**config.mk**
```make
export PLATFORM = sky130hd
export DESIGN_NAME = tnoc_output_port_arbiter_flat
export DESIGN_NICKNAME = d
export VERILOG_FILES = /design/src/rtl/tnoc_output_port_arbiter_pkg.sv /design/src/rtl/tnoc_output_port_arbiter_if.sv /design/src/rtl/tnoc_output_port_arbiter_chk.sv /design/src/rtl/tnoc_output_port_arbiter_rr.sv /design/src/rtl/tnoc_output_port_arbiter.sv /design/src/flat_wrapper.sv
export SDC_FILE = /design/constraint.sdc
export NUM_CORES = 1
export LEC_CHECK = 0
export ABC_AREA = 0
export ABC_CLOCK_PERIOD_IN_PS = 4900
export CELL_PAD_IN_SITES_DETAIL_PLACEMENT = 1
export CELL_PAD_IN_SITES_GLOBAL_PLACEMENT = 1
export CORE_ASPECT_RATIO = 2
export CORE_MARGIN = 2
export CORE_UTILIZATION = 41
export CTS_CLUSTER_DIAMETER = 200
export CTS_CLUSTER_SIZE = 16
export DETAILED_ROUTE_END_ITERATION = 10
export HOLD_SLACK_MARGIN = 0.12
export PLACE_DENSITY_LB_ADDON = 0.08
export SLEW_MARGIN = 20
export SYNTH_ARGS = -nofsm -noshare
export SYNTH_HDL_FRONTEND = slang
export SYNTH_SLANG_ARGS = --single-unit
```
**constraint.sdc**
```tcl
create_clock -name clk -period 4.9 [get_ports clk]
set_clock_uncertainty 0.1 [all_clocks]
set_input_delay 0.98 -clock clk [delete_from_list [all_inputs] [get_ports clk]]
set_output_delay 0.98 -clock clk [all_outputs]
set_load 0.05 [all_outputs]
```
**src/rtl/tnoc_output_port_arbiter_pkg.sv**
```systemverilog
// Shared types for the output-port arbiter: NoC configuration, per-VC arbiter state
// and the round-robin pick helper.
package tnoc_output_port_arbiter_pkg;

    localparam int TNOC_MAX_INPUTS = 32;

    typedef struct packed {
        int unsigned virtual_channels;
    } tnoc_config;

    localparam tnoc_config TNOC_DEFAULT_CONFIG = '{virtual_channels: 32'd2};

    typedef enum logic [0:0] {
        TNOC_PORT_ARBITER_IDLE = 1'b0,
        TNOC_PORT_ARBITER_BUSY = 1'b1
    } tnoc_port_arbiter_state;

    // First set bit of mask at or after ptr, wrapping at n; returns one-hot (zero if mask empty).
    function automatic logic [TNOC_MAX_INPUTS-1:0] tnoc_rr_pick(
        input logic [TNOC_MAX_INPUTS-1:0] mask,
        input int unsigned                ptr,
        input int unsigned                n
    );
        logic [TNOC_MAX_INPUTS-1:0] onehot;
        logic                       found;
        int unsigned                idx;
        onehot = '0;
        found  = 1'b0;
        for (int unsigned i = 0; i < TNOC_MAX_INPUTS; i++) begin
            idx = ptr + i;
            if (idx >= n) begin
                idx = idx - n;
            end else begin
                idx = idx;
            end
            if ((i < n) && !found && mask[idx[4:0]]) begin
                onehot[idx[4:0]] = 1'b1;
                found            = 1'b1;
            end else begin
                found = found;
            end
        end
        return onehot;
    endfunction

endpackage

```
**src/rtl/tnoc_output_port_arbiter_if.sv**
```systemverilog
// Port-control handshake between the input ports' route selectors and one output-port
// arbiter; every field is indexed [input][virtual channel].
interface tnoc_port_control_if #(
    parameter int INPUTS   = 5,
    parameter int CHANNELS = 2
);
    logic [INPUTS-1:0][CHANNELS-1:0] request;
    logic [INPUTS-1:0][CHANNELS-1:0] free;
    logic [INPUTS-1:0][CHANNELS-1:0] start_of_packet;
    logic [INPUTS-1:0][CHANNELS-1:0] end_of_packet;
    logic [INPUTS-1:0][CHANNELS-1:0] grant;

    modport master (
        output request,
        output free,
        output start_of_packet,
        output end_of_packet,
        input  grant
    );

    modport slave (
        input  request,
        input  free,
        input  start_of_packet,
        input  end_of_packet,
        output grant
    );
endinterface

```
**src/rtl/tnoc_output_port_arbiter_chk.sv**
```systemverilog
// Protocol checks for the output-port arbiter: exclusive ownership and no stray tails.
module tnoc_output_port_arbiter_chk #(
    parameter int INPUTS   = 5,
    parameter int CHANNELS = 2
) (
    input logic                             clk,
    input logic                             rst_n,
    input logic [CHANNELS-1:0][INPUTS-1:0]  grant_col,
    input logic [CHANNELS-1:0][INPUTS-1:0]  request_col,
    input logic [CHANNELS-1:0][INPUTS-1:0]  sop_col,
    input logic [CHANNELS-1:0][INPUTS-1:0]  eop_col
);
    for (genvar v = 0; v < CHANNELS; v++) begin : g_vc
        a_onehot_grant : assert property (@(posedge clk) disable iff (!rst_n)
            $onehot0(grant_col[v]))
            else $error("arbiter: more than one owner on VC %0d", v);

        // A waiting single-flit head legitimately carries eop; any other eop must come from the owner.
        a_eop_owner : assert property (@(posedge clk) disable iff (!rst_n)
            ((eop_col[v] & ~grant_col[v] & ~(request_col[v] & sop_col[v])) == '0))
            else $error("arbiter: end_of_packet from a non-owner on VC %0d", v);
    end
endmodule

```
**src/rtl/tnoc_output_port_arbiter_rr.sv**
```systemverilog
// Single-VC packet-locked round-robin arbiter with optional stall watchdog
// (TNOC_PORT_ARBITER_TIMEOUT_EN).
module tnoc_round_robin_arbiter
    import tnoc_output_port_arbiter_pkg::*;
#(
    parameter int                INPUTS         = 5,
    parameter logic [INPUTS-1:0] ACTIVE_INPUTS  = {INPUTS{1'b1}},
    parameter int                TIMEOUT_CYCLES = 1024
) (
    input  logic              clk,
    input  logic              rst_n,
    input  logic [INPUTS-1:0] request,
    input  logic [INPUTS-1:0] free,
    input  logic [INPUTS-1:0] start_of_packet,
    input  logic [INPUTS-1:0] end_of_packet,
    output logic [INPUTS-1:0] grant,
    output logic              timeout_hit
);
    localparam int PTR_W = (INPUTS > 1) ? $clog2(INPUTS) : 1;

    tnoc_port_arbiter_state     state_r, state_s;
    logic [INPUTS-1:0]          grant_r, grant_s, cand_s, pick_s;
    logic [PTR_W-1:0]           ptr_r, ptr_s, win_s, ptr_nxt_s;
    logic [TNOC_MAX_INPUTS-1:0] pick_wide_s;
    logic                       pick_unused_s;
    logic                       release_s;

    // The current owner is never a candidate, so a tail cycle hands over to someone else.
    assign cand_s        = request & start_of_packet & ACTIVE_INPUTS & ~grant_r;
    assign pick_wide_s   = tnoc_rr_pick(TNOC_MAX_INPUTS'(cand_s), 32'(ptr_r), 32'(INPUTS));
    assign pick_s        = pick_wide_s[INPUTS-1:0];
    assign pick_unused_s = ^pick_wide_s;
    assign release_s     = (state_r == TNOC_PORT_ARBITER_BUSY) && (|(grant_r & end_of_packet));
    assign grant         = grant_r;

    // Winner index and the pointer position just past it
    always_comb begin
        win_s = '0;
        for (int i = 0; i < INPUTS; i++) begin
            win_s = pick_s[i] ? PTR_W'(i) : win_s;
        end
        ptr_nxt_s = (win_s == PTR_W'(INPUTS - 1)) ? '0 : win_s + PTR_W'(1);
    end

    // Next-state logic: lock on a head, release on the owner's tail with zero-bubble handover
    always_comb begin
        state_s = state_r;
        grant_s = grant_r;
        ptr_s   = ptr_r;
        case (state_r)
            TNOC_PORT_ARBITER_IDLE: begin
                if (|pick_s) begin
                    state_s = TNOC_PORT_ARBITER_BUSY;
                    grant_s = pick_s;
                    ptr_s   = ptr_nxt_s;
                end else begin
                    state_s = TNOC_PORT_ARBITER_IDLE;
                end
            end
            TNOC_PORT_ARBITER_BUSY: begin
                if (release_s && (|pick_s)) begin
                    grant_s = pick_s;
                    ptr_s   = ptr_nxt_s;
                end else if (release_s) begin
                    state_s = TNOC_PORT_ARBITER_IDLE;
                    grant_s = '0;
                end else begin
                    state_s = TNOC_PORT_ARBITER_BUSY;
                end
            end
            default: begin
                state_s = TNOC_PORT_ARBITER_IDLE;
                grant_s = '0;
            end
        endcase
    end

    // Arbiter state, lock and pointer registers
    always_ff @(posedge clk or negedge rst_n) begin
        if (!rst_n) begin
            state_r <= TNOC_PORT_ARBITER_IDLE;
            grant_r <= '0;
            ptr_r   <= '0;
        end else begin
            state_r <= state_s;
            grant_r <= grant_s;
            ptr_r   <= ptr_s;
        end
    end

`ifdef TNOC_PORT_ARBITER_TIMEOUT_EN
    localparam int               CNT_W   = $clog2(TIMEOUT_CYCLES + 1);
    localparam logic [CNT_W-1:0] CNT_MAX = CNT_W'(TIMEOUT_CYCLES);

    logic [CNT_W-1:0] stall_r, stall_s;
    logic             owner_ok_s;

    assign owner_ok_s  = |(grant_r & request & free);
    assign timeout_hit = (stall_s == CNT_MAX);

    // Stall count advances only while an owner is neither moving flits nor releasing
    always_comb begin
        if ((state_r != TNOC_PORT_ARBITER_BUSY) || owner_ok_s || release_s) begin
            stall_s = '0;
        end else if (stall_r != CNT_MAX) begin
            stall_s = stall_r + CNT_W'(1);
        end else begin
            stall_s = stall_r;
        end
    end

    // Stall counter register
    always_ff @(posedge clk or negedge rst_n) begin
        if (!rst_n) begin
            stall_r <= '0;
        end else begin
            stall_r <= stall_s;
        end
    end
`else
    logic wd_unused_s;
    assign wd_unused_s = ^{free, 32'(TIMEOUT_CYCLES)};
    assign timeout_hit = 1'b0;
`endif

endmodule

```
**src/rtl/tnoc_output_port_arbiter.sv**
```systemverilog
// Output-port arbiter: one round-robin packet arbiter per virtual channel.
// Optional sticky stall watchdog under TNOC_PORT_ARBITER_TIMEOUT_EN.
module tnoc_output_port_arbiter
    import tnoc_output_port_arbiter_pkg::*;
#(
    parameter tnoc_config        CONFIG         = TNOC_DEFAULT_CONFIG,
    parameter int                INPUTS         = 5,
    parameter logic [INPUTS-1:0] ACTIVE_INPUTS  = {INPUTS{1'b1}},
    parameter int                TIMEOUT_CYCLES = 1024,
    localparam int               CHANNELS       = int'(CONFIG.virtual_channels)
) (
    input  logic                            clk,
    input  logic                            rst_n,
    tnoc_port_control_if.slave              port_control_if,
    output logic [CHANNELS-1:0][INPUTS-1:0] o_select,
    output logic                            o_timeout
);
    logic [CHANNELS-1:0][INPUTS-1:0] request_s, free_s, sop_s, eop_s, grant_s;
    logic [INPUTS-1:0][CHANNELS-1:0] grant_t_s;
    logic [CHANNELS-1:0]             timeout_hit_s;

    // Transpose [input][vc] interface arrays into per-VC columns and back
    always_comb begin
        request_s = '0;
        free_s    = '0;
        sop_s     = '0;
        eop_s     = '0;
        grant_t_s = '0;
        for (int v = 0; v < CHANNELS; v++) begin
            for (int p = 0; p < INPUTS; p++) begin
                request_s[v][p] = port_control_if.request[p][v];
                free_s[v][p]    = port_control_if.free[p][v];
                sop_s[v][p]     = port_control_if.start_of_packet[p][v];
                eop_s[v][p]     = port_control_if.end_of_packet[p][v];
                grant_t_s[p][v] = grant_s[v][p];
            end
        end
    end

    assign port_control_if.grant = grant_t_s;
    assign o_select              = grant_s;

    for (genvar v = 0; v < CHANNELS; v++) begin : g_vc
        tnoc_round_robin_arbiter #(
            .INPUTS         (INPUTS),
            .ACTIVE_INPUTS  (ACTIVE_INPUTS),
            .TIMEOUT_CYCLES (TIMEOUT_CYCLES)
        ) u_arbiter (
            .clk             (clk),
            .rst_n           (rst_n),
            .request         (request_s[v]),
            .free            (free_s[v]),
            .start_of_packet (sop_s[v]),
            .end_of_packet   (eop_s[v]),
            .grant           (grant_s[v]),
            .timeout_hit     (timeout_hit_s[v])
        );
    end

    tnoc_output_port_arbiter_chk #(
        .INPUTS   (INPUTS),
        .CHANNELS (CHANNELS)
    ) u_chk (
        .clk         (clk),
        .rst_n       (rst_n),
        .grant_col   (grant_s),
        .request_col (request_s),
        .sop_col     (sop_s),
        .eop_col     (eop_s)
    );

`ifdef TNOC_PORT_ARBITER_TIMEOUT_EN
    logic timeout_r;

    // Sticky stall flag; only reset clears it
    always_ff @(posedge clk or negedge rst_n) begin
        if (!rst_n) begin
            timeout_r <= 1'b0;
        end else begin
            timeout_r <= timeout_r | (|timeout_hit_s);
        end
    end

    assign o_timeout = timeout_r;
`else
    logic hit_unused_s;
    assign hit_unused_s = |timeout_hit_s;
    assign o_timeout    = 1'b0;
`endif

endmodule

```
**src/flat_wrapper.sv**
```systemverilog
// flat-port wrapper written by rule: the top's interface ports become plain ports
module tnoc_output_port_arbiter_flat import tnoc_output_port_arbiter_pkg::*;
#(
    parameter tnoc_config        CONFIG         = TNOC_DEFAULT_CONFIG,
    parameter int                INPUTS         = 5,
    parameter logic [INPUTS-1:0] ACTIVE_INPUTS  = {INPUTS{1'b1}},
    parameter int                TIMEOUT_CYCLES = 1024,
    localparam int               CHANNELS       = int'(CONFIG.virtual_channels)
)
  (clk, rst_n, o_select, o_timeout, port_control_if_request, port_control_if_free, port_control_if_start_of_packet, port_control_if_end_of_packet, port_control_if_grant);
  tnoc_port_control_if #(.INPUTS(INPUTS), .CHANNELS((2))) port_control_if_i ();
  input  logic clk;
  input  logic rst_n;
  output logic [CHANNELS-1:0][INPUTS-1:0] o_select;
  output logic o_timeout;
  input wire logic [$bits(port_control_if_i.request)-1:0] port_control_if_request;
  input wire logic [$bits(port_control_if_i.free)-1:0] port_control_if_free;
  input wire logic [$bits(port_control_if_i.start_of_packet)-1:0] port_control_if_start_of_packet;
  input wire logic [$bits(port_control_if_i.end_of_packet)-1:0] port_control_if_end_of_packet;
  output wire logic [$bits(port_control_if_i.grant)-1:0] port_control_if_grant;
  assign port_control_if_i.request = port_control_if_request;
  assign port_control_if_i.free = port_control_if_free;
  assign port_control_if_i.start_of_packet = port_control_if_start_of_packet;
  assign port_control_if_i.end_of_packet = port_control_if_end_of_packet;
  assign port_control_if_grant = port_control_if_i.grant;
  tnoc_output_port_arbiter #(.CONFIG(CONFIG), .INPUTS(INPUTS), .ACTIVE_INPUTS(ACTIVE_INPUTS), .TIMEOUT_CYCLES(TIMEOUT_CYCLES)) u_core (.clk(clk), .rst_n(rst_n), .port_control_if(port_control_if_i), .o_select(o_select), .o_timeout(o_timeout));
endmodule
```
[After elaboration in Yosys (flattened, before gate mapping)]
Index checks and enable logic that the tools add are counted.
Operators by class
  reduce and logical (&&, ||, !) cells: 38
  eq/ne operators: 8
  mux-type cells: 100
  magnitude comparators: 30
  $add $sub $neg: 20
  bitwise gates (word level): 18
Operator list (count)
  $mux W5: 26
  $lt A5 B6 Y1 const B: 10
  $bmux W1 S5: 10
  $demux W1 S5: 10
  $ge A5 B1 Y1 const B: 10
  $or A5 B5 Y5: 8
  $sub A4 B3 Y5 const B: 8
  $mux W1: 36
  $ge A4 B3 Y1 const B: 8
  $and A5 B5 Y5: 6
  $mux W3: 8
  $logic_and A1 B1 Y1: 22
  $pmux W5 S2: 2
  $reduce_or A5 Y1: 4
  $add A3 B2 Y4 const B: 4
  $pmux W3 S2: 2
  $not A5 Y5: 2
  $add A3 B1 Y4 const B: 2
  $add A3 B3 Y4 const B: 2
  $logic_not A1 Y1: 8
  $mux W2: 4
  $reduce_and A2 Y1: 4
  $sub A3 B3 Y4 const B: 2
  $add A3 B1 Y3 const B: 2
  other kinds (7): 14
Word-level totals
  register bits after elaboration: 18
  logic and storage cells: 220
  output and inout port bits: 21

[Depth between registers and ports, before layout]
Gate-level depths: netlist of the first run.
  word-level depth: 25
  depth in mapped cells: 16
  gate-level depth less buffers: 15

[By module]
Synthesis of the first run repeated with hierarchy kept, for this count alone.
Second synthesis, totals
  cells, all modules: 558
  area total of the unflattened synthesis: 4449.3 µm²
Modules (own cells, without submodules)
  tnoc_round_robin_arbiter at u_core.g_vc[1].u_arbiter: times used 1, area an instance 2250.9 µm², cells each 278, seq. area each 225.2 µm²
  tnoc_round_robin_arbiter at u_core.g_vc[0].u_arbiter: times used 1, area an instance 2112.0 µm², cells each 268, seq. area each 225.2 µm²
  tnoc_output_port_arbiter: times used 1, area an instance 86.3 µm², cells each 12, seq. area each 0.0 µm²

[Least setup slack after synthesis of the first run]
Ideal clock, no wire load.
  path type: register -> register
  start point: register u_core.g_vc[0].u_arbiter.ptr_r[0]
  end point: register u_core.g_vc[0].u_arbiter.grant_r[4]
  data arrival time: 4.273 ns
  path buffers: 1
  data required time: 4.675 ns
  stages on the path, launching flop included: 16
  slack: 0.402 ns
  period minus slack after synthesis: 4.498 ns
  path through: dfrtp_1 inv_1 clkbuf_1 ha_1 inv_1 ha_1 a21oi_4 mux2_2 a2111oi_4 a21boi_1 and3_1 a211o_1 a211o_1 nand2b_4 o41a_4 mux2_4
Between the ends
  word-level cells in the longest chain between the ends: 21
RTL lines
  from (decl): RTL line tnoc_output_port_arbiter_rr.sv:23  | logic [PTR_W-1:0] ptr_r, ptr_s, win_s, ptr_nxt_s;
  from (signal assigned): RTL line tnoc_output_port_arbiter_rr.sv:87  | ptr_r <= ptr_s;
  branches (longest 16 deep; another with $lt A5 B6 Y1)
  $mux W5 *: RTL line tnoc_output_port_arbiter_pkg.sv:36  | if ((i < n) && !found && mask[idx[4:0]]) begin
  $reduce_or A5 Y1: RTL line tnoc_output_port_arbiter_rr.sv:52, tnoc_output_port_arbiter_rr.sv:61
  $logic_and A1 B1 Y1: RTL line tnoc_output_port_arbiter_rr.sv:61  | if (release_s && (|pick_s)) begin
  $mux W5 / $ne A3 B1 Y1 (equally long branches)
  $pmux W5 S2 / $reduce_and A2 Y1 (equally long branches)
  to (signal assigned): RTL line tnoc_output_port_arbiter_rr.sv:86  | grant_r <= grant_s;
  to (decl): RTL line tnoc_output_port_arbiter_rr.sv:22  | logic [INPUTS-1:0] grant_r, grant_s, cand_s, pick_s;
Mark *: on every way between the ends. The select of a mux whose other input is x is not followed.
A chain may end at the register's enable or synchronous reset.

[Final worst setup path of the first run]
  start point: register u_core.g_vc[0].u_arbiter.ptr_r[1]
  end point: register u_core.g_vc[0].u_arbiter.ptr_r[2]
Between the ends
  word-level cells in the longest chain between the ends: 25
RTL lines
  branches (longest 16 deep; another with $lt A5 B6 Y1)
  $mux W5 *: RTL line tnoc_output_port_arbiter_pkg.sv:36
  $mux W1: RTL line tnoc_output_port_arbiter_rr.sv:40  | win_s = pick_s[i] ? PTR_W'(i) : win_s;
  $mux W2 (2 in a row): RTL line tnoc_output_port_arbiter_rr.sv:40
  $mux W3: RTL line tnoc_output_port_arbiter_rr.sv:40
  $add A3 B1 Y3 / $eq A3 B3 Y1 (equally long branches): RTL line tnoc_output_port_arbiter_rr.sv:42  | ptr_nxt_s = (win_s == PTR_W'(INPUTS - 1)) ? '0 : win_s + PTR_W'(1);
  $mux W3: RTL line tnoc_output_port_arbiter_rr.sv:42
  $mux W3 (on tied branches): RTL line tnoc_output_port_arbiter_rr.sv:61, tnoc_output_port_arbiter_rr.sv:52
  $pmux W3 S2: RTL line tnoc_output_port_arbiter_rr.sv:50  | case (state_r)
Marks and branches as above.

==> results.txt, run 1 <==
The number of flops mapped to enable cells by yosys came out at 0. The required time reported for the critical path endpoint is roughly 4.9 ns. The cell with the biggest individual delay on the critical path is or3b_2. The number of levels the H-tree was split into is 1. After legalization and detailed placement, the total HPWL measured approximately 14000 microns. The number of buffers added for setup after CTS came out at 0. The number of clock sinks came out at 18. The area of the mapped netlist came out at 0.00407 sq mm. The number of nets produced by synthesis is 592. The layout net count is between 600 and 700. After synthesis, the cell types taking the most area are dfrtp_1 11%, ha_1 9.2%, mux2i_1 6.2%. The critical path is of the flop to flop type. Synthesis handed over a netlist of about 520 instances. The first global-routing pass estimated 25900 microns of wire. The number of DRC markers after the initial detailed-route iteration came out at 173. During synthesis, Yosys emitted a total of 0 warnings. The proportion of synthesized chip area in sequential cells is 11.1%. The number of violations of the max-capacitance limit is 0.

63 I/O pins were placed. The count of port buffers added during placement is 51. The average wire per standard cell came out at 24.1 microns. The critical path goes through inv_1 -> ha_1 -> inv_1 -> ha_1 -> a21oi_4 -> buf_4 -> mux2_2 -> o2111ai_1 -> a21boi_1 -> o211ai_2 -> or3b_2 -> o221ai_2 -> or2_2 -> o31a_2 -> mux2_2. In the synthesized netlist the dominant register cell turns out to be dfrtp_1. Setup repair after global routing left no endpoint under its margin.

The initial antenna violation count came out at 0. The final layout contains routed wiring with a total length of ~17000 microns. The global route total overflow came out at 0.

In this design, the stage delay of the slowest critical-path cell is 0.55 ns. At the pin with the least slew margin, the transition time is 0.870 ns. The worst setup path is captured at a flop. The share of layout cells above drive strength 1 came out at 14.8%.

For this run, the share of the core covered by cells in the final layout is 50.6%. The largest fanout on the critical path is 7. The arrival time of the worst setup path is 4.50 ns. The number of resized instances in the post-cts repair step is 0. The final period demand of the worst path is 4.47 ns. A synthesized cell averages 7.85 sq um.

The post-detailed-route via-to-cell ratio is 6.39. The number of rows in the core area is 51. Detailed routing inserted a total of 4520 vias. The final sum of negative setup slack came out at 0 ns.

Hold repair after CTS inserted 0 buffers. The maximum number of pins on one net before global-route repair is 32. The worst pin sits at a relative slew slack of 41.8%. The antenna diode instance count came out at 0. The final antenna-violating net count is 0. The number of fill cells is ~1.2k.

In this run the vertical extent of the chip is 145 microns. The detailed-router iteration count before antenna repair came out at 4. The hold violation count in the final report is 0. Global routing used 32.5% of the available tracks across all layers. TritonCTS built the clock tree. In this run the clock root is driven by a clkbuf_16. The TritonCTS buffer count is 3.

The total count of max-transition violations in the final report was 0. The maximum clock insertion buffer count came out at 2. Timing would allow up to 0.224 GHz. Setup violations remaining at the end of the flow were counted as 0. The die covers around 0.011 sq mm. The clock latency of the later-clocked register in the worst-skew pair is about 0.25 ns. The overall die width is 74.4 microns. Routability-driven placement finished with a final weighted congestion of 0.966. The top-area cell type share of the netlist area is 11.1%.

The effective utilization at floorplan is 41.9%. Synthesis instantiated 91 different standard cells from the library. STA classifies the critical path startpoint as a flop. The clock-pin slew reported for the worst setup and hold paths after clock tree synthesis came out at 0.05 ns. The fraction of synthesis flops using an asynchronous set or reset pin came out at 100%.

The area added between synthesis and finish came out at 20.8%. Of the available clock period, the critical path in the final layout requires between 90% and 100%. The area of the core came out at 0.00970 sq mm.

The tightest min-delay check is of the flop to flop type. The flow ran to the end, and the final reports show no timing, DRC or antenna violations. The number of remaining DRC errors is 0. The via count of the first global-routing pass is 4718. The post-synthesis sequential element count came out at 18. The synthesized design spends more area on one cell type than any other, namely dfrtp_1.
[final timing paths]
kind / cells after the start / slack, ns / to / start
max: 15 / 0.43 / u_core.g_vc[0].u_arbiter.ptr_r[2] / u_core.g_vc[0].u_arbiter.ptr_r[1]
min: 1 / 0.48 / u_core.g_vc[1].u_arbiter.grant[4] / u_core.g_vc[1].u_arbiter.grant[4]
max reg2reg: 15 / 0.43 / u_core.g_vc[0].u_arbiter.ptr_r[2] / u_core.g_vc[0].u_arbiter.ptr_r[1]
min reg2reg: 1 / 0.48 / u_core.g_vc[1].u_arbiter.grant[4] / u_core.g_vc[1].u_arbiter.grant[4]
max in group asynchronous: 1 / 3.04 / u_core.g_vc[0].u_arbiter.ptr_r[1] / rst_n
min in group asynchronous: 1 / 1.12 / u_core.g_vc[0].u_arbiter.grant[4] / rst_n
[flip-flops by register name, summed over array words and instances (netlist names)]
register	cells
u_core.g_vc.u_arbiter.ptr_r	6
u_core.g_vc.u_arbiter.state_r	2
u_core.g_vc.u_arbiter.grant	10
[synthesized netlist by cell type, drive strengths merged, types with 7 or more instances]
cell type and number:
nor2 35, nand2 33, o21ai 31, ha 30, a21oi 28, buf 26
mux2i 25, inv 24, dfrtp 18, nand3 18, nand3b 13, nor3 13
nor2b 11, a31oi 10, clkbuf 10, nand4 10, nand2b 9, o31ai 9
xnor2 9, a211o 7, a21o 7, mux2 7
[per-layer routing]
layer,global-route usage (%),part of all wire (%),vias to the layer above
li1,-,-,2082
met1,28.2,32,2261
met2,62.8,57,119
met3,5.54,3.3,58
met4,22.7,7.6,0
met5,0,0,-
[per-stage QoR]
step | setup slack (ns) | std cells | hold WS [ns] | instance area, sq um
finish | 0.434 | 707 | 0.485 | 4910
global route | 0.228 | 707 | 0.522 | 4910
global placement | 0.327 | 703 | 0.476 | 4820
CTS | 0.422 | 707 | 0.496 | 4910
floorplan | 0.402 | 518 | 0.513 | 4070
detailed placement | 0.288 | 703 | 0.471 | 4820
[area by class of cell]
| cell class | count | area, sq um | area share (%) |
|---|---|---|---|
| multi-input cells | 439 | 3300 | 67.3 |
| repair buffers | 89 | 808 | 16.5 |
| flip-flops and latches | 18 | 450 | 9.17 |
| well taps | 132 | 165 | 3.36 |
| inverters | 25 | 93.8 | 1.91 |
| clock buffers | 4 | 88.8 | 1.81 |
[cells in the final DEF (no fill, tap or decap), types with 11 or more instances in the layout]
| master | n |
|---|---|
| mux2i_1 | 25 |
| dfrtp_1 | 18 |
| nor2b_1 | 11 |
| o21ai_0 | 27 |
| nand2_1 | 33 |
| a21oi_1 | 24 |
| inv_1 | 23 |
| nand3_1 | 18 |
| nand3b_1 | 12 |
| clkdlybuf4s50_1 | 51 |
| nor3_1 | 13 |
| buf_4 | 37 |
| nor2_1 | 35 |
| ha_1 | 30 |
[worst max-delay path: cells and delay by family (launching register included)]
kind,cells,cell delay [ns]
AO/OA/AOI/OAI,6,1.33
adder cells (fa/ha/maj),2,0.53
buffers and inverters,3,0.41
flip-flops,1,0.47
multiplexers,2,0.75
AND/OR/NAND/NOR,2,0.75
[cell families (layout without fill, tap and decap cells)]
| group | after synthesis | in the layout | share of synthesized area (%) |
|---|---|---|---|
| adder cells (fa/ha/maj) | 32 | 32 | 10.2 |
| AO/OA/AOI/OAI | 169 | 169 | 31.9 |
| buffers and inverters | 61 | 118 | 7.66 |
| other | 1 | 1 | 0.0922 |
| flip-flops | 18 | 18 | 11.1 |
| multiplexers | 35 | 35 | 9.85 |
| AND/OR/NAND/NOR | 190 | 190 | 26.6 |
| XOR/XNOR | 12 | 12 | 2.59 |
Power of run 1 is left out: the tool's default activity adds up to more than one toggle a clock period on the data nets, which glitch-free logic cannot reach.
==> run 2: changes to the inputs <==
--- a/config.mk
+++ b/config.mk
@@ -17,6 +17,7 @@
 export DETAILED_ROUTE_END_ITERATION = 10
 export HOLD_SLACK_MARGIN = 0.12
 export PLACE_DENSITY_LB_ADDON = 0.08
+export REMOVE_ABC_BUFFERS = 1
 export SLEW_MARGIN = 20
 export SYNTH_ARGS = -nofsm -noshare
 export SYNTH_HDL_FRONTEND = slang
==> run 2 against run 1 <==
Compared with the run above: via count shrank 2.0%; sequential share of layout area increased by 0.22 points; fmax decreased by 4.3%; critical path depth is 3 lower; register-to-register slack lost 0.20 ns; global-route usage decreased by 2.1 points; final area down 2.3%; clock-buffer cell count unchanged; critical path type unchanged; largest cell class unchanged.
==> results.txt, run 2 (same netlist as run 1, synthesis figures left out) <==
For this run, the post-layout net count is 636. The count of port buffers added during placement came out at 51. The tool flagged a number of max-cap violations equal to 0. The total die area came out at 0.0108 sq mm. The number of levels the H-tree was split into is 1.

The total I/O pin count is 63. The library cell used most frequently in the layout, excluding fill and tap cells, is clkdlybuf4s50_1. The final wirelength came out at 16000 microns. The clock latency of the later-clocked register in the worst-skew pair came out at 0.25 ns. The share of the clock period used by the worst path after layout is 95.3%. The worst setup path is captured at a flop.

The maximum number of pins on one net before global-route repair came out at 32. The number of antenna diodes in the final layout is 0. Data on the critical path arrives at its endpoint at between 4 and 5 ns. The initial antenna violation count came out at 0. The final period demand of the worst path came out at 4.67 ns. The final sum of negative setup slack came out at 0 ns. The flip-flop count of the largest register, all copies and words added came out at 10. The worst slack at placement came out at 0.227 ns. The hold violation count in the final report is 0. The area added between synthesis and finish came out at 18.0%. Data on the critical path is required at its endpoint by roughly 4.9 ns. The maximum clock insertion buffer count is 2. The critical path is of the flop to flop type. The post-route netlist has 12.8% of its cells at a drive strength greater than 1. The TritonCTS clock tree is yes. The area of the core is 0.00970 sq mm. The total count of max-transition violations in the final report is 0. Summing over every cut layer, the via total after detailed routing is 4429. The post-detailed-route via-to-cell ratio came out at 6.39. Setup violations remaining at the end of the flow were counted as 0. The detailed-router iteration count before antenna repair is 4. The measured slew at the worst slew-check pin came out at ~0.86 ns.

Clock tree synthesis selected as its root buffer the cell clkbuf_16. The number of DRC markers after the initial detailed-route iteration came out at 183. The relative slew slack is 42.3%. Routability-driven placement finished with a final weighted congestion of 0.961.

The first-pass GRT wire length came out at 24900 microns. The type of element launching the critical path is a flop. In the layout the commonest cells are 51 x clkdlybuf4s50_1, 35 x nor2_1, 33 x nand2_1. The tree built by TritonCTS fans out to 18 sinks. The die is 74.4 microns wide. The die height is 145 microns.

The TritonCTS buffer count is 3. After clock tree synthesis, the clock-pin slew on the worst setup and hold paths is approximately 0.050 ns. The global route total overflow came out at 0. The average wire per standard cell came out at 23.1 microns. The worst hold path belongs to the class flop to flop.

The total track usage is between 30 and 40%. The via count of the first global-routing pass was ~4.8k. Setup repair after global routing left no endpoint under its margin.

The floorplan has 51 rows. For this design, the CTS-stage hold fixing added 0 buffers. Of all nets on the critical path, the largest fanout is 10.

In this run the remaining antenna-violating nets after routing total 0. The initial utilization of the core area, before any placement, comes to 41.9%. The post-detailed-placement half-perimeter wirelength came out at 13200 microns. The number of fill cells is 1235.

The post-route worst setup slack came out at roughly 0.23 ns. The number of remaining DRC errors came out at 0. The highest achievable clock rate came out at 0.214 GHz. The flow ran to the end, and the final reports show no timing, DRC or antenna violations.
-- run 2: cell types whose count changed in the layout (fill, tap and decap cells not counted), sizes merged --
cell / change
buf: -14
-- run 2: critical path, cell delays in order (launching register included) --
cell	delay, ns
dfrtp_1	0.49
inv_1	0.10
ha_1	0.60
clkinv_1	0.44
o21ai_0	0.26
a311o_1	0.31
a21boi_1	0.45
o211ai_2	0.22
or3b_2	0.55
o221ai_2	0.28
or2_2	0.22
o31a_2	0.18
mux2_2	0.35
-- run 2: stage by stage --
stage               utilization [%]  instances  instance area [sq um]  hold slack [ns]
floorplan                         -        482                   3850            0.513
global placement               48.5        689                   4700            0.441
detailed placement             48.5        689                   4700            0.465
CTS                            49.4        693                   4790            0.476
global route                   49.5        693                   4800            0.504
finish                         49.5        693                   4800            0.470
-- run 2: final cells by class --
class / count / area [sq um] / area share, %
Multi-Input combinational cell: 439 / 3310 / 69.0
Timing Repair Buffer: 75 / 691 / 14.4
Sequential cell: 18 / 450 / 9.39
Tap cell: 132 / 165 / 3.44
Inverter: 25 / 93.8 / 1.96
Clock buffer: 4 / 88.8 / 1.85
-- run 2: worst paths after layout --
kind	depth (start not counted)	start	slack, ns	to
worst max-delay path	12	u_core.g_vc[0].u_arbiter.ptr_r[0]	0.23	u_core.g_vc[0].u_arbiter.ptr_r[2]
worst min-delay path	1	u_core.g_vc[1].u_arbiter.grant[4]	0.47	u_core.g_vc[1].u_arbiter.grant[4]
worst max register to register	12	u_core.g_vc[0].u_arbiter.ptr_r[0]	0.23	u_core.g_vc[0].u_arbiter.ptr_r[2]
worst min register to register	1	u_core.g_vc[1].u_arbiter.grant[4]	0.47	u_core.g_vc[1].u_arbiter.grant[4]
max in group asynchronous	1	rst_n	3.04	u_core.g_vc[0].u_arbiter.ptr_r[2]
min in group asynchronous	1	rst_n	1.13	u_core.g_vc[0].u_arbiter.grant[3]
-- run 2: layer usage --
layer  global-route usage (%)  vias up  part of all wire (%)
li1                         -     2054                     -
met3                     2.08       67                   2.3
met2                     59.3      137                    56
met4                     21.5        0                   8.8
met5                        0        -                     0
met1                     27.7     2171                    33
-- run 2: timing repair --
item                       in CTS  in global routing
setup endpoints to repair       0                  2
setup buffers                   0                  0
resized for setup               0                  1
Power of run 2 is left out for the same reason.
==> run 3: changes to the inputs <==
--- a/config.mk
+++ b/config.mk
@@ -18,7 +18,6 @@
 export HOLD_SLACK_MARGIN = 0.12
 export PLACE_DENSITY_LB_ADDON = 0.08
 export REMOVE_ABC_BUFFERS = 1
-export SLEW_MARGIN = 20
 export SYNTH_ARGS = -nofsm -noshare
 export SYNTH_HDL_FRONTEND = slang
 export SYNTH_SLANG_ARGS = --single-unit
==> results of run 3 <==
Final layout, timing and power as in run 2 (identical DEF).
Power of run 3 is left out for the same reason.
